===== src/rtl/signed_window_stats.sv =====
// Windowed sum/min/max/event statistics over WIN signed counter samples; results appear 1 cycle after the WIN-th accept.
// Input stalls (in_ready=0) while a finished window is held until stat_ready; no sample is taken on the release cycle.
module signed_window_stats #(
    parameter int WIN = 8
) (
    input  logic               clk,
    input  logic               rst,
    input  logic signed [7:0]  q_in,
    input  logic               q_valid,
    input  logic               ovf_in,
    output logic               in_ready,
    output logic               stat_valid,
    input  logic               stat_ready,
    output logic signed [11:0] sum,
    output logic signed [7:0]  min,
    output logic signed [7:0]  max,
    output logic [3:0]         evt_count
);

    localparam int CW = (WIN > 1) ? $clog2(WIN) : 1;
    localparam logic [CW-1:0] LAST = CW'(WIN - 1);

    typedef enum logic {
        ST_ACCUM,
        ST_HOLD
    } state_t;

    state_t              r_state;
    state_t              w_state_nxt;

    logic [CW-1:0]       r_cnt;
    logic signed [11:0]  r_acc_sum;
    logic signed [7:0]   r_acc_min;
    logic signed [7:0]   r_acc_max;
    logic [3:0]          r_acc_evt;
    logic signed [7:0]   r_prev;
    logic                r_prev_valid;

    logic signed [11:0]  r_out_sum;
    logic signed [7:0]   r_out_min;
    logic signed [7:0]   r_out_max;
    logic [3:0]          r_out_evt;

    logic                w_accept;
    logic                w_last;
    logic                w_release;
    logic                w_first;
    logic                w_wrap;
    logic                w_evt_hit;
    logic signed [11:0]  w_q_ext;
    logic signed [11:0]  w_sum_nxt;
    logic signed [7:0]   w_min_nxt;
    logic signed [7:0]   w_max_nxt;
    logic [3:0]          w_evt_nxt;

    // State register
    always_ff @(posedge clk) begin
        if (rst) begin
            r_state <= ST_ACCUM;
        end else begin
            r_state <= w_state_nxt;
        end
    end

    always_comb begin
        w_state_nxt = r_state;
        in_ready    = 1'b0;
        stat_valid  = 1'b0;
        case (r_state)
            ST_ACCUM: begin
                in_ready = 1'b1;
                if (w_last) begin
                    w_state_nxt = ST_HOLD;
                end
            end
            ST_HOLD: begin
                stat_valid = 1'b1;
                if (stat_ready) begin
                    w_state_nxt = ST_ACCUM;
                end
            end
            default: begin
                w_state_nxt = ST_ACCUM;
            end
        endcase
    end

    assign w_accept  = (r_state == ST_ACCUM) && q_valid;
    assign w_last    = w_accept && (r_cnt == LAST);
    assign w_release = (r_state == ST_HOLD) && stat_ready;
    assign w_first   = (r_cnt == '0);

    // Full 12-bit sum cannot overflow: 16 samples span -2048..2032.
    assign w_q_ext   = {{4{q_in[7]}}, q_in};
    assign w_sum_nxt = r_acc_sum + w_q_ext;
    assign w_min_nxt = (w_first || (q_in < r_acc_min)) ? q_in : r_acc_min;
    assign w_max_nxt = (w_first || (q_in > r_acc_max)) ? q_in : r_acc_max;

    // A wrap is a full-scale jump between consecutive accepted samples.
    assign w_wrap    = r_prev_valid &&
                       (((r_prev == 8'sh7F) && (q_in == 8'sh80)) ||
                        ((r_prev == 8'sh80) && (q_in == 8'sh7F)));
    assign w_evt_hit = ovf_in || w_wrap;
    assign w_evt_nxt = (w_evt_hit && (r_acc_evt != 4'hF)) ? (r_acc_evt + 4'd1) : r_acc_evt;

    always_ff @(posedge clk) begin
        if (rst) begin
            r_cnt        <= '0;
            r_acc_sum    <= '0;
            r_acc_min    <= '0;
            r_acc_max    <= '0;
            r_acc_evt    <= '0;
            r_prev       <= '0;
            r_prev_valid <= 1'b0;
            r_out_sum    <= '0;
            r_out_min    <= '0;
            r_out_max    <= '0;
            r_out_evt    <= '0;
        end else if (w_accept) begin
            r_acc_sum    <= w_sum_nxt;
            r_acc_min    <= w_min_nxt;
            r_acc_max    <= w_max_nxt;
            r_acc_evt    <= w_evt_nxt;
            r_prev       <= q_in;
            r_prev_valid <= 1'b1;
            r_cnt        <= w_last ? '0 : (r_cnt + 1'b1);
            if (w_last) begin
                r_out_sum <= w_sum_nxt;
                r_out_min <= w_min_nxt;
                r_out_max <= w_max_nxt;
                r_out_evt <= w_evt_nxt;
            end
        end else if (w_release) begin
            r_acc_sum <= '0;
            r_acc_evt <= '0;
        end
    end

    assign sum       = r_out_sum;
    assign min       = r_out_min;
    assign max       = r_out_max;
    assign evt_count = r_out_evt;

    // A presented window must not move while the consumer stalls.
    a_hold_stable: assert property (@(posedge clk) disable iff (rst)
        (stat_valid && !stat_ready) |=> ($stable(sum) && $stable(min) && $stable(max) && $stable(evt_count)));

    a_exclusive: assert property (@(posedge clk) disable iff (rst)
        !(in_ready && stat_valid));

endmodule

===== config.mk =====
export PLATFORM = sky130hd
export DESIGN_NAME = signed_window_stats
export DESIGN_NICKNAME = d
export VERILOG_FILES = /design/src/rtl/signed_window_stats.sv
export SDC_FILE = /design/constraint.sdc
export NUM_CORES = 1
export LEC_CHECK = 0
export CAP_MARGIN = 0
export CELL_PAD_IN_SITES_DETAIL_PLACEMENT = 0
export CELL_PAD_IN_SITES_GLOBAL_PLACEMENT = 2
export CORE_MARGIN = 4
export CORE_UTILIZATION = 34
export DETAILED_ROUTE_END_ITERATION = 8
export PLACE_DENSITY_LB_ADDON = 0.2
export SLEW_MARGIN = 20
export SYNTH_ARGS = -nofsm -noshare
export SYNTH_HDL_FRONTEND = slang
export SYNTH_SLANG_ARGS = --single-unit

===== constraint.sdc =====
create_clock -name clk -period 2.6 [get_ports clk]
set_clock_uncertainty 0.05 [all_clocks]
set_input_delay 0.39 -clock clk [delete_from_list [all_inputs] [get_ports clk]]
set_output_delay 0.39 -clock clk [all_outputs]
set_load 0.02 [all_outputs]

-- Word level (Yosys, flattened, before mapping)
Cells that the tools add are included.
- reductions and logical operators: 14
- bitwise logic cells: 1
- add/subtract/negate cells: 3
- eq/ne operators: 6
- multiplexer cells: 13
- $lt $le $gt $ge: 2
- operators with widths (kind ; count):
    equality test 8 bit, second input constant ; 4
    2-to-1 mux 12 bit ; 2
    2-to-1 mux 8 bit ; 2
    adder 12 x 8 -> 12 bit ; 1
    2-to-1 mux 4 bit ; 3
    greater-than comparator 8 bit ; 1
    < comparator 8 bit ; 1
    logical AND 1 bit ; 7
    adder 4 x 1 -> 4 bit, second input constant ; 1
    logical OR 1 bit ; 4
    2-to-1 mux 1 bit ; 4
    != test 4 bit, second input constant ; 1
    adder 3 x 1 -> 3 bit, second input constant ; 1
    equality test 3 bit, second input constant ; 1
    logical NOT 3 bit ; 1
    2-to-1 mux 3 bit ; 1
    one-hot mux 1 bit (2 select lines) ; 1
    AND reduction 2 bit ; 1
    nonzero test 2 bit ; 1
    inverter 1 bit ; 1
- output and inout bits: 34
- bits of input ports: 13
- word-level logic and storage cells: 51
- register bits: 77

-- Longest topological paths before layout
Gate-level depths: netlist of run 1.
- depth after elaboration: 8
- mapped depth: 10
- gate-level depth less buffers: 9

-- Least setup slack after synthesis of run 1
OpenSTA, ideal clock, no wires.
- path kind: in2reg
- start point: input port q_in[0]
- end point: register r_acc_sum[8]
- stages on the path: 8
- data arrival time: 2244 ps
- data required time: 2433 ps
- buffers on the path: 0
- path slack: 188 ps
- setup time: 117 ps
- cells stage by stage: ha_1 -> fa_1 -> a21o_1 -> a21oi_1 -> o21bai_1 -> a2111oi_2 -> o21ai_0 -> a32o_1
- word-level cells in the longest chain between the ends: 2
- ends and longest elaborated chain (element ; line ; text):
    from (decl) ; 8 ; input logic signed [7:0] q_in,
    adder 12 x 8 -> 12 bit ; 95 ; assign w_sum_nxt = r_acc_sum + w_q_ext;
    2-to-1 mux 12 bit ; 119 ; end else if (w_accept) begin
    to (signal assigned) ; 120 ; r_acc_sum <= w_sum_nxt;
    to (decl) ; 32 ; logic signed [11:0] r_acc_sum;
Every way passes these cells.
A chain may end at the register's enable or synchronous reset.

-- Final worst setup path of run 1
- start point: input port q_in[7]
- end point: register r_out_max[5], in the netlist max[5]
- word-level cells in the longest chain between the ends: 3
- ends and longest elaborated chain (element ; line ; text):
    greater-than comparator 8 bit ; 97 ; assign w_max_nxt = (w_first || (q_in > r_acc_max)) ? q_in : r_acc_max;
    logical OR 1 bit ; 97 ;
    2-to-1 mux 8 bit ; 97 ;
    to (signal assigned) ; 130 ; r_out_max <= w_max_nxt;
    to (decl) ; 41 ; logic signed [7:0] r_out_max;
Every way passes these cells.

==> results of run 1 <==
## logic make-up (layout without fill, tap and decap cells)
family | after synthesis | count (layout) | share of synthesized area [%]
fa+ha+maj | 31 | 31 | 9.93
mux | 19 | 19 | 4.81
compound gates | 121 | 121 | 20.4
simple gates | 164 | 164 | 19.4
buf+inv | 48 | 150 | 4.81
xor+xnor | 9 | 9 | 1.98
flops | 77 | 77 | 38.7
## flip-flops by register name, summed over array words and instances, names as in the netlist
name          count
r_prev            8
r_acc_max         8
r_cnt             3
evt_count         4
r_prev_valid      1
r_acc_evt         4
r_acc_sum        12
sum              12
max               8
r_acc_min         8
min               8
r_state           1
## final timing paths
| path | endpoint | start | cells past startpoint | slack, ps |
|---|---|---|---|---|
| worst min register to register | evt_count[2]$_SDFFE_PP0P_ | evt_count[2]$_SDFFE_PP0P_ | 2 | 400 |
| worst max register to register | r_acc_min[2]$_SDFFE_PP0P_ | r_acc_min[7]$_SDFFE_PP0P_ | 9 | 320 |
| worst min-delay path | r_prev_valid$_SDFFE_PP0P_ | rst | 2 | 390 |
| worst max-delay path | max[5]$_SDFFE_PP0P_ | q_in[7] | 11 | 50 |
## Yosys cell counts (4+ instances only)
cell type	instances
buf_1	4
a22o_1	4
nand3_1	7
nand4_1	6
mux2i_1	18
xnor2_1	7
nand2_1	53
inv_1	26
nand2b_1	5
clkbuf_1	14
nor3_1	4
nor2_1	62
dfxtp_1	77
a21o_1	9
nor2b_1	5
nor4bb_1	7
a21oi_1	47
ha_1	30
o21ai_0	16
a211oi_1	14
a311oi_1	8
a22oi_1	5
## power groups by stage
stage / combinational [uW] / clock (uW) / sequential [uW]
6_report: 671 / 1190 / 1280
3_5_place_dp: 645 / 0 / 1310
3_3_place_gp: 640 / 0 / 1310
4_1_cts: 653 / 1230 / 1280
5_1_grt: 754 / 1280 / 1290
2_1_floorplan: 398 / 0 / 1300
## what timing repair did
| item | in CTS | in global routing |
|---|---|---|
| endpoints found under the setup margin | 1 | 31 |
| pin swaps | 0 | 6 |
| buffers inserted | 0 | 4 |
| gates cloned | 0 | 0 |
| resized for setup | 1 | 10 |
## metal layers
metal	vias up	wire, um	global-route usage, %
li1	1855	-	-
met1	1690	4980	21.0
met2	52	5350	28.9
met3	11	289	3.01
met4	0	155	6.81
met5	-	0	0
## worst register-to-register path: stages, from the launching register on
cell and delay, ps:
dfxtp_1 360, inv_1 50, ha_1 300, or4b_1 490
a211oi_4 330, buf_4 180, o21ai_4 60, buf_12 150
mux2i_1 140, nor2_1 50
## metrics by stage
stage                     instances  TNS, ps  area [um2]  total power [uW]
after global routing            714     -708        5350              3320
after CTS                       710        0        5260              3160
final                           714        0        5350              3140
after global placement          694    -9710        4980              1950
after detailed placement        694   -10590        4980              1950
after floorplan                 469        0        3980              1690
## area by class of cell
cell class / count / area share (%)
multi-input cells: 344 / 42.7
well taps: 143 / 3.35
repair buffers: 108 / 18.0
inverters: 26 / 1.83
clock inverters: 4 / 0.421
clock buffers: 12 / 4.80
flip-flops and latches: 77 / 28.8
==> impl_metrics.tcl, run 1 <==
set metrics [dict create \
    status "finished, final reports clean" \
    io_buffers 46 \
    path_delay_family "buffers and inverters" \
    cts_hold_buf 0 \
    p_per_area_nw_per_um2 587 \
    cts_buffers 9 \
    die_h_um 116 \
    coreArea_um2 11400 \
    ant_nets 0 \
    grt_antenna_before_repair 0 \
    layout_common_cells "77 x dfxtp_1, 62 x nor2_1, 58 x buf_4, 53 x nand2_1" \
    p_sw_share_pct 27.8 \
    seq_area_um2 1540 \
    setup_slack_ps 51.8 \
    synth_top_cell_by_area "dfxtp_1" \
    wirelength_um 10800 \
    rows 39 \
    cts_sinks 77 \
    yosysSeqAreaShare_pct 38.7 \
    synth_top_area_share_pct 38.7 \
    crit_top_cell "buf_4" \
    fmax_mhz 392 \
    syn_to_final_growth_pct 34.2 \
    drc_errors 0 \
    fp.dieW_um 116 \
    async_flop_share_pct 0 \
    p_int_uw 2270 \
    grt_first_pass_wirelength_um 17600 \
    switchingPower_uw 874 \
    syn_avg_cell_area_um2 8.49 \
    vias 3608 \
    grt_max_degree 41 \
    path_buf_inv 5 \
    maxCapViolations 0 \
    netlist_area_um2 3980 \
    synth-edff-count 0 \
    period_minus_slack_ps 2550 \
    wire_per_inst_um 15.1 \
    ys_warn_count 0 \
    leakage_uw 0.00218 \
    first_pass_iters 4 \
    ys_seq_elements 77 \
    multi_input_area_um2 2280 \
    fin_util_pct 46.8 \
    fin_crit_sh_pct 98.0 \
    cts_buffer_depth 2 \
    diodes 0 \
    peakVddDrop_mv 0.305 \
    synth_cell_types 50 \
    cts_root_buf "clkbuf_16" \
    endpoint_kind "flip-flop" \
    initial_utilization_pct 34.9 \
    setup_viol 0 \
    fillerInstances 1194 \
    dpl.hpwl_um 7940 \
    slowest_stage "clkdlybuf4s50_1" \
    final_hold_viol_count 0 \
    layout_commonest_cell "dfxtp_1" \
    synthTopCellsByArea "dfxtp_1 39%, ha_1 9.4%, a21oi_1 5.9%" \
    whs_ps 385 \
    cp_slowest_stage_delay_ps 500 \
    synthCells 469 \
    crit_chain "clkdlybuf4s50_1 > buf_4 > ha_1 > inv_1 > nor4b_1 > a32oi_2 > buf_4 > buf_4 > nor2_1 > a21oi_1 > a211oi_1" \
    crit_type "input port to flip-flop" \
    routabilityCongestion 0.883 \
    crit_path_max_fanout 8 \
    hold_class "input port to flip-flop" \
    grt_remaining_overflow 0 \
    power_frac_seq_pct 40.9 \
    syn-num-nets 513 \
    clkTransAtPathRegs_ps 60 \
    required_ps 2800 \
    cp-start-kind "input port" \
    synth_ff_type "dfxtp_1" \
    cts_tree "built" \
    die-area_um2 13500 \
    drive_gt1_share_pct 16.6 \
    grt_pass1_vias 3479 \
    tightestPinTransition_ps 456 \
    drt-initial-drc-count 128 \
    vias_per_cell 5.05 \
    cts_htree_levels 3 \
    place_ws_ps -372 \
    power_frac_comb_pct 21.4 \
    cp.arrival_ps 2750 \
    nets 610 \
    relSlewSlack_pct 69.5 \
    clk_latency_ps 340 \
    clock_power_share_pct 37.8 \
    ios 47 \
    finalMaxSlewViolations 0 \
    track_usage_pct 16.9 \
]
No activity file was read; power rests on OpenSTA's default activity.
==> run 2, diff against run 1 <==
Settings changed: MAX_ROUTING_LAYER set to met4.
==> run 2 against run 1 <==
  * Total power fell by 0.16%
  * Core utilization unchanged
  * Flip-flop and latch count stayed put
  * Largest cell class unchanged
  * Highest routed layer unchanged
==> impl_metrics.tcl, run 2 (synthesis results as in run 1) <==
set metrics [dict create \
    routabilityCongestion 0.897 \
    initial_utilization_pct 34.9 \
    ant_nets 0 \
    status "finished, final reports clean" \
    peakVddDrop_mv 0.305 \
    coreArea_um2 11400 \
    diodes 0 \
    vias_per_cell 5.04 \
    io_buffers 46 \
    clkTransAtPathRegs_ps 60 \
    grt_max_degree 41 \
    leakage_uw 0.00218 \
    met1_usage_pct 21.2 \
    fmax_mhz 393 \
    cts_htree_levels 3 \
    dpl.hpwl_um 7940 \
    cts_root_buf "clkbuf_16" \
    wirelength_um 10800 \
    fin_crit_sh_pct 97.8 \
    use_met2_pct 28.7 \
    required_ps 2800 \
    cts_buffer_depth 2 \
    met3_usage_pct 3.01 \
    die-area_um2 13500 \
    layout_common_cells "77 x dfxtp_1, 62 x nor2_1, 58 x buf_4, 53 x nand2_1" \
    maxCapViolations 0 \
    crit_type "input port to flip-flop" \
    layout_commonest_cell "dfxtp_1" \
    cts_hold_buf 0 \
    period_minus_slack_ps 2540 \
    syn_to_final_growth_pct 34.2 \
    cts_tree "built" \
    cts_sinks 77 \
    first_pass_iters 5 \
    cp-start-kind "input port" \
    cp.arrival_ps 2740 \
    grt_remaining_overflow 0 \
    tightestPinTransition_ps 451 \
    fillerInstances 1194 \
    final_hold_viol_count 0 \
    grt.busiest_layer "met2" \
    setup_tns_ps 0 \
    p_per_area_nw_per_um2 586 \
    die_h_um 116 \
    ios 47 \
    endpoint_kind "flip-flop" \
    drive_gt1_share_pct 16.6 \
    drc_errors 0 \
    hold_class "input port to flip-flop" \
    drt-initial-drc-count 138 \
    clk_latency_ps 340 \
    finalMaxSlewViolations 0 \
    grt_antenna_before_repair 0 \
    grt_pass1_vias 3471 \
    finalPower_uw 3130 \
    fp.dieW_um 116 \
    track_usage_pct 17.4 \
    crit_path_max_fanout 8 \
    grt_first_pass_wirelength_um 17600 \
    wire_per_inst_um 15.1 \
    setup_viol 0 \
    relSlewSlack_pct 69.9 \
    vias 3601 \
    nets 610 \
    cts_buffers 9 \
    rows 39 \
]
==> run 2: path summary, 6_finish.rpt <==
kind,depth (start not counted),start,slack (ps),endpoint
worst max-delay path,11,q_in[7],60,max[5]$_SDFFE_PP0P_
worst min-delay path,2,rst,390,r_prev_valid$_SDFFE_PP0P_
worst max register to register,9,r_acc_min[7]$_SDFFE_PP0P_,320,r_acc_min[2]$_SDFFE_PP0P_
worst min register to register,2,evt_count[2]$_SDFFE_PP0P_,400,evt_count[2]$_SDFFE_PP0P_
==> run 2: what timing repair did <==
| item | CTS | global route |
|---|---|---|
| pin swaps | 0 | 6 |
| gates resized for setup | 1 | 10 |
| setup endpoints to repair | 1 | 31 |
| buffers inserted | 0 | 4 |
==> run 2: per-layer routing <==
layer | vias up | share of wire, %
met5 | - | 0
met4 | 0 | 1.6
met3 | 12 | 2.4
met2 | 48 | 49
li1 | 1854 | -
met1 | 1687 | 47
==> run 2: power by group <==
part           internal [uW]  leakage, uW  switching, uW
Combinational            331      0.00142            340
Sequential              1240     0.000628           41.9
Clock                    694     0.000138            487
==> run 2: area by class of cell <==
type	instances	area [um2]	share of cell area, %
repair buffers	108	965	18.0
clock buffers	12	256	4.80
inverters	26	97.6	1.83
multi-input cells	344	2280	42.7
well taps	143	179	3.35
clock inverters	4	22.5	0.421
flip-flops and latches	77	1540	28.8
==> run 2: stage by stage <==
step / setup slack [ps] / instances / area (um2) / util, % / hold slack [ps]
finish: 57.0 / 714 / 5350 / 46.8 / 387
global route: -99.0 / 714 / 5350 / 46.8 / 398
CTS: 10.3 / 710 / 5260 / 46.1 / 386
detailed placement: -372 / 694 / 4980 / 43.7 / 398
global placement: -341 / 694 / 4980 / 43.7 / 393
floorplan: 188 / 469 / 3980 / - / 384
==> run 2: critical path: stages <==
cell and delay (ps):
clkdlybuf4s50_1 500, buf_4 220, ha_1 310, inv_1 60, nor4b_1 380, a32oi_2 190, buf_4 170, buf_4 150
nor2_1 80, a21oi_1 50, a211oi_1 230
